`src/rtl/pll_trim_cal.sv`:
```
// pll_trim_cal: open-loop trim calibrator for digital_pll.
// Sweeps a thermometer-coded ext_trim from 0 ones upward. At each step the
// DCO rate is measured by counting transitions of a divided feedback toggle
// over a fixed window. Stops at the first trim whose count is at or below
// target and reports that trim code and count.
//
// Ports
//   osc          reference clock (sole clock)
//   reset        synchronous active-high reset
//   start        level request, sampled only in IDLE
//   target       pass threshold for the window count (stable while busy)
//   fb_tgl       asynchronous divided feedback toggle from the DCO domain
//   pll_resetb   to digital_pll.resetb
//   pll_enable   to digital_pll.enable
//   pll_dco      to digital_pll.dco (1 = open-loop DCO mode)
//   pll_ext_trim to digital_pll.ext_trim, (1<<k)-1
//   busy         calibration in progress
//   done / fail  one-cycle result pulses
//   trim_code    number of ones in the final trim
//   meas_count   count from the final measurement
//
// State | meaning
//   ST_IDLE    | waiting for start, PLL left running at last result
//   ST_PLL_RST | 4 cycles holding the PLL in reset, trim = 0
//   ST_SETTLE  | SETTLE cycles for the DCO to settle after a trim change
//   ST_MEASURE | WINDOW cycles counting feedback transitions
//   ST_COMPARE | one cycle: pass, fail, or advance trim
module pll_trim_cal #(
  parameter int WINDOW = 256,
  parameter int SETTLE = 16,
  parameter int CNT_W  = 12,
  parameter int TRIM_W = 26
) (
  input  logic              osc,
  input  logic              reset,
  input  logic              start,
  input  logic [CNT_W-1:0]  target,
  input  logic              fb_tgl,
  output logic              pll_resetb,
  output logic              pll_enable,
  output logic              pll_dco,
  output logic [TRIM_W-1:0] pll_ext_trim,
  output logic              busy,
  output logic              done,
  output logic              fail,
  output logic [4:0]        trim_code,
  output logic [CNT_W-1:0]  meas_count
);

  localparam int TMR_MAX = (WINDOW > SETTLE) ? WINDOW : SETTLE;
  localparam int TMR_W   = $clog2(TMR_MAX + 4);

  typedef enum logic [2:0] {
    ST_IDLE,
    ST_PLL_RST,
    ST_SETTLE,
    ST_MEASURE,
    ST_COMPARE
  } state_t;

  state_t             state_q, state_d;
  logic [4:0]         k_q, k_d;
  logic [TMR_W-1:0]   tmr_q, tmr_d;
  logic [CNT_W-1:0]   cnt_q, cnt_d;
  logic               s1_q, s2_q, s3_q;
  logic               resetb_q, resetb_d;
  logic               enable_q, enable_d;
  logic               dco_q, dco_d;
  logic [TRIM_W-1:0]  trim_q, trim_d;
  logic               busy_q, busy_d;
  logic               done_q, done_d;
  logic               fail_q, fail_d;
  logic [4:0]         code_q, code_d;
  logic [CNT_W-1:0]   meas_q, meas_d;
  logic               fb_edge;

  // Both toggle directions count; s1 absorbs metastability.
  assign fb_edge = s2_q ^ s3_q;

  always_comb begin
    state_d  = state_q;
    k_d      = k_q;
    tmr_d    = tmr_q;
    cnt_d    = cnt_q;
    resetb_d = resetb_q;
    enable_d = enable_q;
    dco_d    = dco_q;
    busy_d   = busy_q;
    done_d   = 1'b0;
    fail_d   = 1'b0;
    code_d   = code_q;
    meas_d   = meas_q;

    unique case (state_q)
      ST_IDLE: begin
        if (start) begin
          state_d  = ST_PLL_RST;
          k_d      = 5'd0;
          tmr_d    = TMR_W'(3);
          resetb_d = 1'b0;
          enable_d = 1'b1;
          dco_d    = 1'b1;
          busy_d   = 1'b1;
        end
      end
      ST_PLL_RST: begin
        if (tmr_q == '0) begin
          state_d  = ST_SETTLE;
          tmr_d    = TMR_W'(SETTLE - 1);
          resetb_d = 1'b1;
        end else begin
          tmr_d = tmr_q - TMR_W'(1);
        end
      end
      ST_SETTLE: begin
        if (tmr_q == '0) begin
          state_d = ST_MEASURE;
          tmr_d   = TMR_W'(WINDOW - 1);
          cnt_d   = '0;
        end else begin
          tmr_d = tmr_q - TMR_W'(1);
        end
      end
      ST_MEASURE: begin
        // Saturate instead of wrapping so a fast DCO never looks slow.
        if (fb_edge && (cnt_q != {CNT_W{1'b1}})) begin
          cnt_d = cnt_q + CNT_W'(1);
        end
        if (tmr_q == '0) begin
          state_d = ST_COMPARE;
        end else begin
          tmr_d = tmr_q - TMR_W'(1);
        end
      end
      ST_COMPARE: begin
        if (cnt_q <= target) begin
          state_d = ST_IDLE;
          code_d  = k_q;
          meas_d  = cnt_q;
          done_d  = 1'b1;
          busy_d  = 1'b0;
        end else if (k_q == 5'(TRIM_W)) begin
          state_d = ST_IDLE;
          code_d  = k_q;
          meas_d  = cnt_q;
          fail_d  = 1'b1;
          busy_d  = 1'b0;
        end else begin
          // No PLL reset between steps: only the trim moves.
          state_d = ST_SETTLE;
          k_d     = k_q + 5'd1;
          tmr_d   = TMR_W'(SETTLE - 1);
        end
      end
      default: begin
        state_d = ST_IDLE;
      end
    endcase

    // LSB-first thermometer fill of k ones, registered alongside k.
    trim_d = '0;
    for (int i = 0; i < TRIM_W; i++) begin
      trim_d[i] = (i < int'(k_d));
    end
  end

  always_ff @(posedge osc) begin
    if (reset) begin
      state_q  <= ST_IDLE;
      k_q      <= 5'd0;
      tmr_q    <= '0;
      cnt_q    <= '0;
      s1_q     <= 1'b0;
      s2_q     <= 1'b0;
      s3_q     <= 1'b0;
      resetb_q <= 1'b0;
      enable_q <= 1'b0;
      dco_q    <= 1'b0;
      trim_q   <= '0;
      busy_q   <= 1'b0;
      done_q   <= 1'b0;
      fail_q   <= 1'b0;
      code_q   <= 5'd0;
      meas_q   <= '0;
    end else begin
      state_q  <= state_d;
      k_q      <= k_d;
      tmr_q    <= tmr_d;
      cnt_q    <= cnt_d;
      s1_q     <= fb_tgl;
      s2_q     <= s1_q;
      s3_q     <= s2_q;
      resetb_q <= resetb_d;
      enable_q <= enable_d;
      dco_q    <= dco_d;
      trim_q   <= trim_d;
      busy_q   <= busy_d;
      done_q   <= done_d;
      fail_q   <= fail_d;
      code_q   <= code_d;
      meas_q   <= meas_d;
    end
  end

  assign pll_resetb   = resetb_q;
  assign pll_enable   = enable_q;
  assign pll_dco      = dco_q;
  assign pll_ext_trim = trim_q;
  assign busy         = busy_q;
  assign done         = done_q;
  assign fail         = fail_q;
  assign trim_code    = code_q;
  assign meas_count   = meas_q;

endmodule

```
`config.mk`:
```
export PLATFORM = sky130hd
export DESIGN_NAME = pll_trim_cal
export DESIGN_NICKNAME = d
export VERILOG_FILES = /design/src/rtl/pll_trim_cal.sv
export SDC_FILE = /design/constraint.sdc
export NUM_CORES = 1
export LEC_CHECK = 0
export BUFFER_PORTS_ARGS = -buffer_cell sky130_fd_sc_hd__buf_2
export CORE_MARGIN = 1.5
export CORE_UTILIZATION = 40
export CTS_BUF_LIST = sky130_fd_sc_hd__clkbuf_4
export DETAILED_ROUTE_END_ITERATION = 7
export SYNTH_ARGS = -nofsm -noshare
export SYNTH_HDL_FRONTEND = slang
export SYNTH_SLANG_ARGS = --single-unit
export TNS_END_PERCENT = 100
```
`constraint.sdc`:
```
create_clock -name osc -period 3.6 [get_ports osc]
set_input_delay 0.18 -clock osc [delete_from_list [all_inputs] [get_ports osc]]
set_output_delay 0.18 -clock osc [all_outputs]
set_load 0.02 [all_outputs]
```
# Word level (Yosys, flattened, before mapping)
# Index checks and enable logic that the tools add are counted.
# classes
add_sub_neg	3
n_lt_le_gt_ge	27
eq_ne	15
muxes	34
bitwise_logic	2
n_reduce_logical	17
# op_table
operator	count
2-to-1 mux 9 bit	6
< comparator 5 bit, first input constant	10
2-to-1 mux 12 bit	4
case mux 9 bit (5 select lines)	1
< comparator 4 x 5 -> 1 bit, first input constant	8
2-to-1 mux 5 bit	5
case mux 12 bit (2 select lines)	1
< comparator 3 x 5 -> 1 bit, first input constant	4
!= test 2 bit, second input constant	8
case mux 3 bit (5 select lines)	1
adder 12 x 1 -> 12 bit, second input constant	1
<= comparator 12 bit	1
2-to-1 mux 3 bit	4
!= test 12 bit, second input constant	1
< comparator 1 x 5 -> 1 bit, first input constant	2
< comparator 2 x 5 -> 1 bit, first input constant	2
case mux 5 bit (2 select lines)	1
logical NOT 9 bit	1
AND reduction 3 bit	3
subtractor 9 x 1 -> 9 bit, second input constant	1
nonzero test 2 bit	4
2-to-1 mux 1 bit	7
equality test 3 x 2 -> 1 bit, second input constant	2
adder 5 x 1 -> 5 bit, second input constant	1
16 further kinds	19
# totals
reg_bits	80
in_bits	16
output_inout_bits	49
wordCells	113

# Longest topological paths before layout
# Gate-level depths: netlist of run 1.
# logic_depth
word_depth	5
mapped_depth	12
depth_no_buf	10

# Worst setup path before layout of run 1
# No wires, ideal clock.
# synth_path
path_kind	register -> register
start	register cnt_q[2]
end	register trim_q[0] (netlist: pll_ext_trim[0])
setup_ns	0.132
arrival_ns	2.451
required_time_ns	3.468
path_slack_ns	1.016
stages_incl_launch_ff	11
path_buffers	1
period_less_slack_ns	2.584
path_cell_list	dfxtp_1 -> ha_1 -> a21oi_1 -> o221ai_2 -> a221oi_2 -> and2_1 -> buf_2 -> nor4_1 -> or3b_1 -> nor3b_1 -> a21oi_1
# synth_via
elab_chain_len	4
# synth_lines
item	line	text
start: declaration	64	logic [CNT_W-1:0] cnt_q, cnt_d;
start signal: assignment	189	cnt_q <= cnt_d;
<= comparator 12 bit	136	if (cnt_q <= target) begin
2-to-1 mux 5 bit	136	
case mux 5 bit (2 select lines)	94	unique case (state_q)
< comparator 1 x 5 -> 1 bit	163	trim_d[i] = (i < int'(k_d));
end signal: assignment	196	trim_q <= trim_d;
end: declaration	69	logic [TRIM_W-1:0] trim_q, trim_d;
# No other way between the ends.
# A chain may end at the register's enable or synchronous reset.

# Worst setup path after layout of run 1
# Ends and elaborated chain as after synthesis.

==> impl_metrics.env, run 1 <==
export IMPL_fin_crit_ns=2.906
export IMPL_dieArea_mm2=0.009329
export IMPL_slew_headroom_pct=31.26
export IMPL_yosysWarningCount=0
export IMPL_netlist_area_leader_share_pct=45.14
export IMPL_finClkSkew_ns=0.02148
export IMPL_cts_buffers=9
export IMPL_cts_setup_buffers=0
export IMPL_leakage_nw=1.763
export IMPL_grt_pass1_vias=2739
export IMPL_diodes=0
export IMPL_antenna_found_initial=0
export IMPL_power_internal_w=0.001265
export IMPL_hold_ws_ns=0.1936
export IMPL_yosysTopAreaCell="dfxtp_1"
export IMPL_place_inst=566
export IMPL_fillCellCount=869
export IMPL_worstPathArrival_ns=3.19
export IMPL_slew_viol_final=0
export IMPL_p_comb_share_pct=18.4
export IMPL_grt_pass1_wl_um=12900
export IMPL_hold_depth=5
export IMPL_synth_edf_count=0
export IMPL_synth_area_top_cells="dfxtp_1 (45%), a21oi_1 (6.4%), nand2_1 (6.0%)"
export IMPL_finalNetCount=505
export IMPL_setup_tns_ns=0
export IMPL_start_util_pct=42.00
export IMPL_synth_main_ff_cell="dfxtp_1"
export IMPL_setup_viol=0
export IMPL_critPathLaunchType="flip-flop"
export IMPL_path_clk_slew_ns=0.14
export IMPL_die_h_um=96.59
export IMPL_cts_sinks=79
export IMPL_ir_worst_vdd_mv=0.1841
export IMPL_insertion_delay_ns=0.43
export IMPL_drv_cap=0
export IMPL_core_area_mm2=0.008341
export IMPL_reg2reg_depth=9
export IMPL_netlist_instances=414
export IMPL_fin_crit_sh_pct=80.71
export IMPL_layout_drive_gt1_share_pct=20.71
export IMPL_rsz0062_at_grt="false"
export IMPL_portBuffers=64
export IMPL_run_status="completed"
export IMPL_seq_area_frac_synth_pct=45.14
export IMPL_drt_iter0_markers=90
export IMPL_cp_end_kind="flip-flop"
export IMPL_required_ns=3.88
export IMPL_die_w_um=96.59
export IMPL_via_per_inst=5.067
export IMPL_hp_class="primary input to flip-flop"
export IMPL_cts_root_buffer_cell="clkbuf_4"
export IMPL_p_switching_w=0.0006092
export IMPL_critPathKind="flip-flop to flip-flop"
export IMPL_gp_congestion=0.8183
export IMPL_htreeDepth=3
export IMPL_critPathMaxFanout=7
export IMPL_drt_pass1_iterations=4
export IMPL_power_frac_seq_pct=50.9
export IMPL_pwr_density_cell_mw_per_mm2=462.4
export IMPL_post_drt_wl_per_cell_um=13.56
export IMPL_ant_nets=0
export IMPL_drc=0
export IMPL_grt_max_degree=37
export IMPL_clk_path_buf_depth=2
export IMPL_hold_viol=0
export IMPL_io_pins=65
export IMPL_cts_tree="done"
export IMPL_num_vias=2954
export IMPL_yosysUniqueCellTypes=55
export IMPL_syn_cell_area_mm2=0.003503
export IMPL_worst_pin_slew_ns=1.015
export IMPL_synthToLayoutAreaGrowth_pct=15.68
export IMPL_wirelength_um=7905
export IMPL_synth_seq_cells=79
export IMPL_post_dp_hpwl_um=5768
export IMPL_fmax_mhz=344.2
export IMPL_instances_no_fill=583
export IMPL_syn_nets=446
export IMPL_track_usage_pct=18.11
export IMPL_power_frac_clock_pct=30.7
export IMPL_row_count=33
export IMPL_synthArstFlopShare_pct=0
export IMPL_syn_area_per_cell_um2=8.462
export IMPL_grt_ovfl_total=0
export IMPL_sw_frac_of_total_pct=32.51
==> layer usage <==
| metal | track usage, % | part of all wire [%] |
|---|---|---|
| met5 | 0 | 0 |
| met4 | 6.884 | 0.87 |
| met3 | 3.599 | 5.0 |
| met2 | 29.78 | 48 |
| met1 | 23.34 | 47 |
==> cell type report <==
class	count	area, um^2	area share, %
clock buffers	9	67.56	1.667
well taps	105	131.4	3.242
flip-flops and latches	79	1582	39.02
inverters	27	101.3	2.501
clock inverters	7	86.33	2.130
multi-input cells	288	1732	42.73
repair buffers	68	352.8	8.706
==> flip-flops by register name (all words and copies together), names as in the netlist, 3 cells and up <==
name          count
pll_ext_trim     26
state_q           3
tmr_q             9
cnt_q            12
k_q               4
meas_count       12
trim_code         5
==> stage by stage <==
stage / setup WS (ns) / total power (W) / instance area (um^2) / util [%]
floorplan: 1.016 / 0.001227 / 3503 / -
global placement: 0.8279 / 0.001306 / 3889 / 46.62
detailed placement: 0.7399 / 0.001313 / 3889 / 46.62
CTS: 0.7072 / 0.001893 / 4053 / 48.59
global route: 0.4466 / 0.001976 / 4053 / 48.59
finish: 0.6943 / 0.001874 / 4053 / 48.59
==> synthesized netlist by cell type (all sizes together), types with 3 or more instances <==
| library cell | n |
|---|---|
| dfxtp | 79 |
| nand2 | 56 |
| a21oi | 47 |
| nor2 | 40 |
| inv | 27 |
| o21ai | 19 |
| ha | 16 |
| clkbuf | 12 |
| nor3 | 11 |
| nand4 | 10 |
| xor2 | 9 |
| buf | 8 |
| nand3 | 8 |
| and2 | 6 |
| nand2b | 6 |
| or3 | 5 |
| a211oi | 4 |
| and3 | 4 |
| and4 | 4 |
| nor3b | 4 |
| o21a | 4 |
| nor2b | 3 |
| nor4 | 3 |
| o31ai | 3 |
| or2 | 3 |
==> worst paths after layout <==
path | from | end | slack, ns
max | cnt_q[2] | pll_ext_trim[0] | 0.69
min | start | state_q[0] | 0.19
max reg2reg | cnt_q[2] | pll_ext_trim[0] | 0.69
min reg2reg | s1_q | s2_q | 0.46
==> power groups by stage <==
| stage | sequential [W] | combinational (W) | clock (W) |
|---|---|---|---|
| finish | 0.000954 | 0.000346 | 0.000574 |
| global route | 0.000962 | 0.000387 | 0.000627 |
| CTS | 0.000953 | 0.000343 | 0.000597 |
| detailed placement | 0.000973 | 0.000341 | 0 |
| global placement | 0.000972 | 0.000334 | 0 |
| floorplan | 0.000960 | 0.000267 | 0 |
==> logic make-up after synthesis <==
kind of cell | share of synthesized area [%]
fa+ha+maj | 5.714
mux | 0.9999
simple gates | 24.39
xor+xnor | 2.750
flops | 45.14
buf+inv | 5.428
compound gates | 15.57
==> critical path: stages, from the launching register on <==
cell and delay, ns:
dfxtp_1 0.47, ha_1 0.30, a21oi_1 0.20, o221ai_2 0.12, a221oi_2 0.42, and2_1 0.33
nor4_1 0.12, or3b_1 0.43, nor3b_1 0.27, a21oi_1 0.11
==> cell usage in the layout, fill, tap and decap left out, types with 9 or more instances in the layout <==
cell type,instances
a21oi_1,45
nand4_1,10
buf_2,64
nand2_1,56
clkbuf_4,9
nor3_1,11
ha_1,16
inv_1,27
nor2_1,39
xor2_1,9
o21ai_0,18
dfxtp_1,79
==> timing repair <==
action / 4_1_cts / 5_1_grt
resized for setup: 0 / 0
hold buffers: 1 / 0
endpoints found under the hold margin: 1 / 0
No activity file was read; power rests on OpenSTA's default activity.
==> run 2, diff against run 1 <==
--- a/config.mk
+++ b/config.mk
@@ -5,6 +5,7 @@
 export SDC_FILE = /design/constraint.sdc
 export NUM_CORES = 1
 export LEC_CHECK = 0
+export ABC_AREA = 1
 export BUFFER_PORTS_ARGS = -buffer_cell sky130_fd_sc_hd__buf_2
 export CORE_MARGIN = 1.5
 export CORE_UTILIZATION = 40
==> constraint.sdc (replaced) <==
create_clock -name osc -period 2.55 [get_ports osc]
set_input_delay 0.1275 -clock osc [delete_from_list [all_inputs] [get_ports osc]]
set_output_delay 0.1275 -clock osc [all_outputs]
set_load 0.02 [all_outputs]
==> impl_metrics.env, run 2 <==
export IMPL_layout_common_cells="nand2_1 (81), dfxtp_1 (79), inv_1 (74), buf_2 (64), nor2_1 (47)"
export IMPL_grt_max_degree=34
export IMPL_slew_headroom_pct=68.00
export IMPL_drv_cap=0
export IMPL_grt_ovfl_total=0
export IMPL_cp_end_kind="flip-flop"
export IMPL_ir_worst_vdd_mv=0.5504
export IMPL_run_status="complete, but fails checks"
export IMPL_drt_pass1_iterations=6
export IMPL_grt_pass1_wl_um=14050
export IMPL_largest_reg_flops=26
export IMPL_yosysUniqueCellTypes=37
export IMPL_row_count=34
export IMPL_finalNetCount=588
export IMPL_instances_no_fill=669
export IMPL_synth_edf_count=0
export IMPL_via_per_inst=4.804
export IMPL_fmax_mhz=452.4
export IMPL_worstPathArrival_ns=2.57
export IMPL_post_dp_cell_area_mm2=0.004101
export IMPL_io_pins=65
export IMPL_slew_viol_final=0
export IMPL_grt_pass1_vias=3073
export IMPL_regArea_mm2=0.001582
export IMPL_synthTopCellsByCount="nand2_1 (81), dfxtp_1 (79), inv_1 (74)"
export IMPL_cts_resized_gates=0
export IMPL_die_h_um=98.88
export IMPL_post_drt_wl_per_cell_um=12.25
export IMPL_setup_viol=0
export IMPL_fillCellCount=881
export IMPL_setup_tns_ns=0
export IMPL_rsz0062_at_grt="false"
export IMPL_dieArea_mm2=0.009777
export IMPL_drt_iter0_markers=114
export IMPL_netlist_instances=486
export IMPL_critPathMaxFanout=33
export IMPL_violations="DRC"
export IMPL_syn_area_per_cell_um2=7.566
export IMPL_start_util_pct=41.76
export IMPL_die_w_um=98.88
export IMPL_required_ns=2.91
export IMPL_cts_buffers=9
export IMPL_final_common_cell="nand2_1"
export IMPL_critPathLaunchType="flip-flop"
export IMPL_final_area_mm2=0.004309
export IMPL_portBuffers=64
export IMPL_pwr_density_cell_mw_per_mm2=738.6
export IMPL_hp_class="primary input to flip-flop"
export IMPL_wirelength_um=8198
export IMPL_netlist_area_leader_share_pct=43.01
export IMPL_worst_pin_slew_ns=0.4793
export IMPL_leakage_nw=2.326
export IMPL_insertion_delay_ns=0.42
export IMPL_synthArstFlopShare_pct=0
export IMPL_yosysTopAreaCell="dfxtp_1"
export IMPL_fin_crit_ns=2.211
export IMPL_antenna_found_initial=0
export IMPL_track_usage_pct=18.14
export IMPL_layout_drive_gt1_share_pct=24.60
export IMPL_core_area_mm2=0.008806
export IMPL_yosysWarningCount=0
export IMPL_clk_path_buf_depth=2
export IMPL_ant_nets=0
export IMPL_seq_area_frac_synth_pct=43.01
export IMPL_cts_root_buffer_cell="clkbuf_4"
export IMPL_place_inst=651
export IMPL_syn_cell_area_mm2=0.003677
export IMPL_hold_viol=0
export IMPL_finClkSkew_ns=0.01259
export IMPL_cts_sinks=79
export IMPL_drc=4
export IMPL_num_vias=3214
export IMPL_yosysMostFrequentCell="nand2_1"
export IMPL_htreeDepth=3
export IMPL_syn_nets=518
export IMPL_path_clk_slew_ns=0.13
export IMPL_fin_crit_sh_pct=86.69
export IMPL_gp_congestion=0.9050
export IMPL_synthToLayoutAreaGrowth_pct=17.18
export IMPL_cts_tree="done"
export IMPL_post_dp_hpwl_um=6244
export IMPL_critPathKind="flip-flop to flip-flop"
export IMPL_p_total_w=0.003183
export IMPL_multiInputGateArea_mm2=0.001703
export IMPL_synth_area_top_cells="dfxtp_1 (43%), nand2_1 (8.3%), inv_1 (7.6%)"
export IMPL_diodes=0
export IMPL_synth_seq_cells=79
export IMPL_synth_main_ff_cell="dfxtp_1"
==> run 2: changes by cell type in the layout (fill, tap and decap cells not counted), sizes merged, moves of 5 or more <==
cell / change
and2: -6
inv: +57
nand2: +44
nand2b: -6
nand3: +15
nand4: -7
nor2: +14
o21ai: +22
or3: -5
==> run 2: area by class of cell <==
class                   count  share of cell area [%]
multi-input cells         308                   39.52
well taps                 108                   3.136
repair buffers             70                   8.595
flip-flops and latches     79                   36.70
clock buffers               9                   1.568
inverters                  88                   7.695
clock inverters             7                   2.787
==> run 2: what timing repair did <==
action | in CTS | in global routing
setup buffers | 0 | 0
endpoints found under the hold margin | 4 | 0
hold buffers | 2 | 0
==> run 2: metrics by stage <==
stage	setup slack (ns)	utilization, %	hold slack (ns)
floorplan	0.7121	-	0.2345
CTS	0.3190	48.93	0.09545
global route	0.02228	48.93	0.1351
global placement	0.3623	46.58	0.3302
finish	0.3394	48.93	0.1172
detailed placement	0.3401	46.58	0.3451
==> run 2: cells by family after synthesis <==
group	count (synthesis)	synth area share (%)
AND/OR/NAND/NOR	192	25.25
flip-flops	79	43.01
adder cells (fa/ha/maj)	16	5.444
XOR/XNOR	7	1.667
buffers and inverters	99	10.68
AO/OA/AOI/OAI	93	13.95
==> run 2: final timing paths <==
kind / slack, ns / start / cells after the start / end
worst min-delay path: 0.12 / reset / 4 / pll_ext_trim[2]
worst min register to register: 0.42 / s1_q / 2 / s2_q
worst max-delay path: 0.34 / cnt_q[9] / 10 / meas_count[5]
worst max register to register: 0.34 / cnt_q[9] / 10 / meas_count[5]
==> run 2: metal layers <==
layer  routed length (um)  part of all wire, %  up-vias  track usage, %
li1                     -                    -     1676               -
met1                 3914                   48     1451           23.27
met2                 3755                   46       70           29.66
met3                  344                  4.2       17           3.191
met4                  184                  2.2        0           8.571
met5                    0                    0        -               0
==> run 2: critical path: stages (launching register included) <==
cell	delay (ns)
dfxtp_1	0.43
ha_1	0.27
a21oi_1	0.18
nor2_1	0.06
nor2_1	0.13
nand3_2	0.14
nand3_1	0.12
nand2_2	0.15
inv_2	0.41
o21ai_0	0.14
a21oi_1	0.13
==> run 2: power breakdown <==
group	switching, W	total (W)	internal [W]
Combinational	0.000544	0.000831	0.000287
Sequential	0.0000698	0.00139	0.00132
Clock	0.000458	0.000958	0.000499
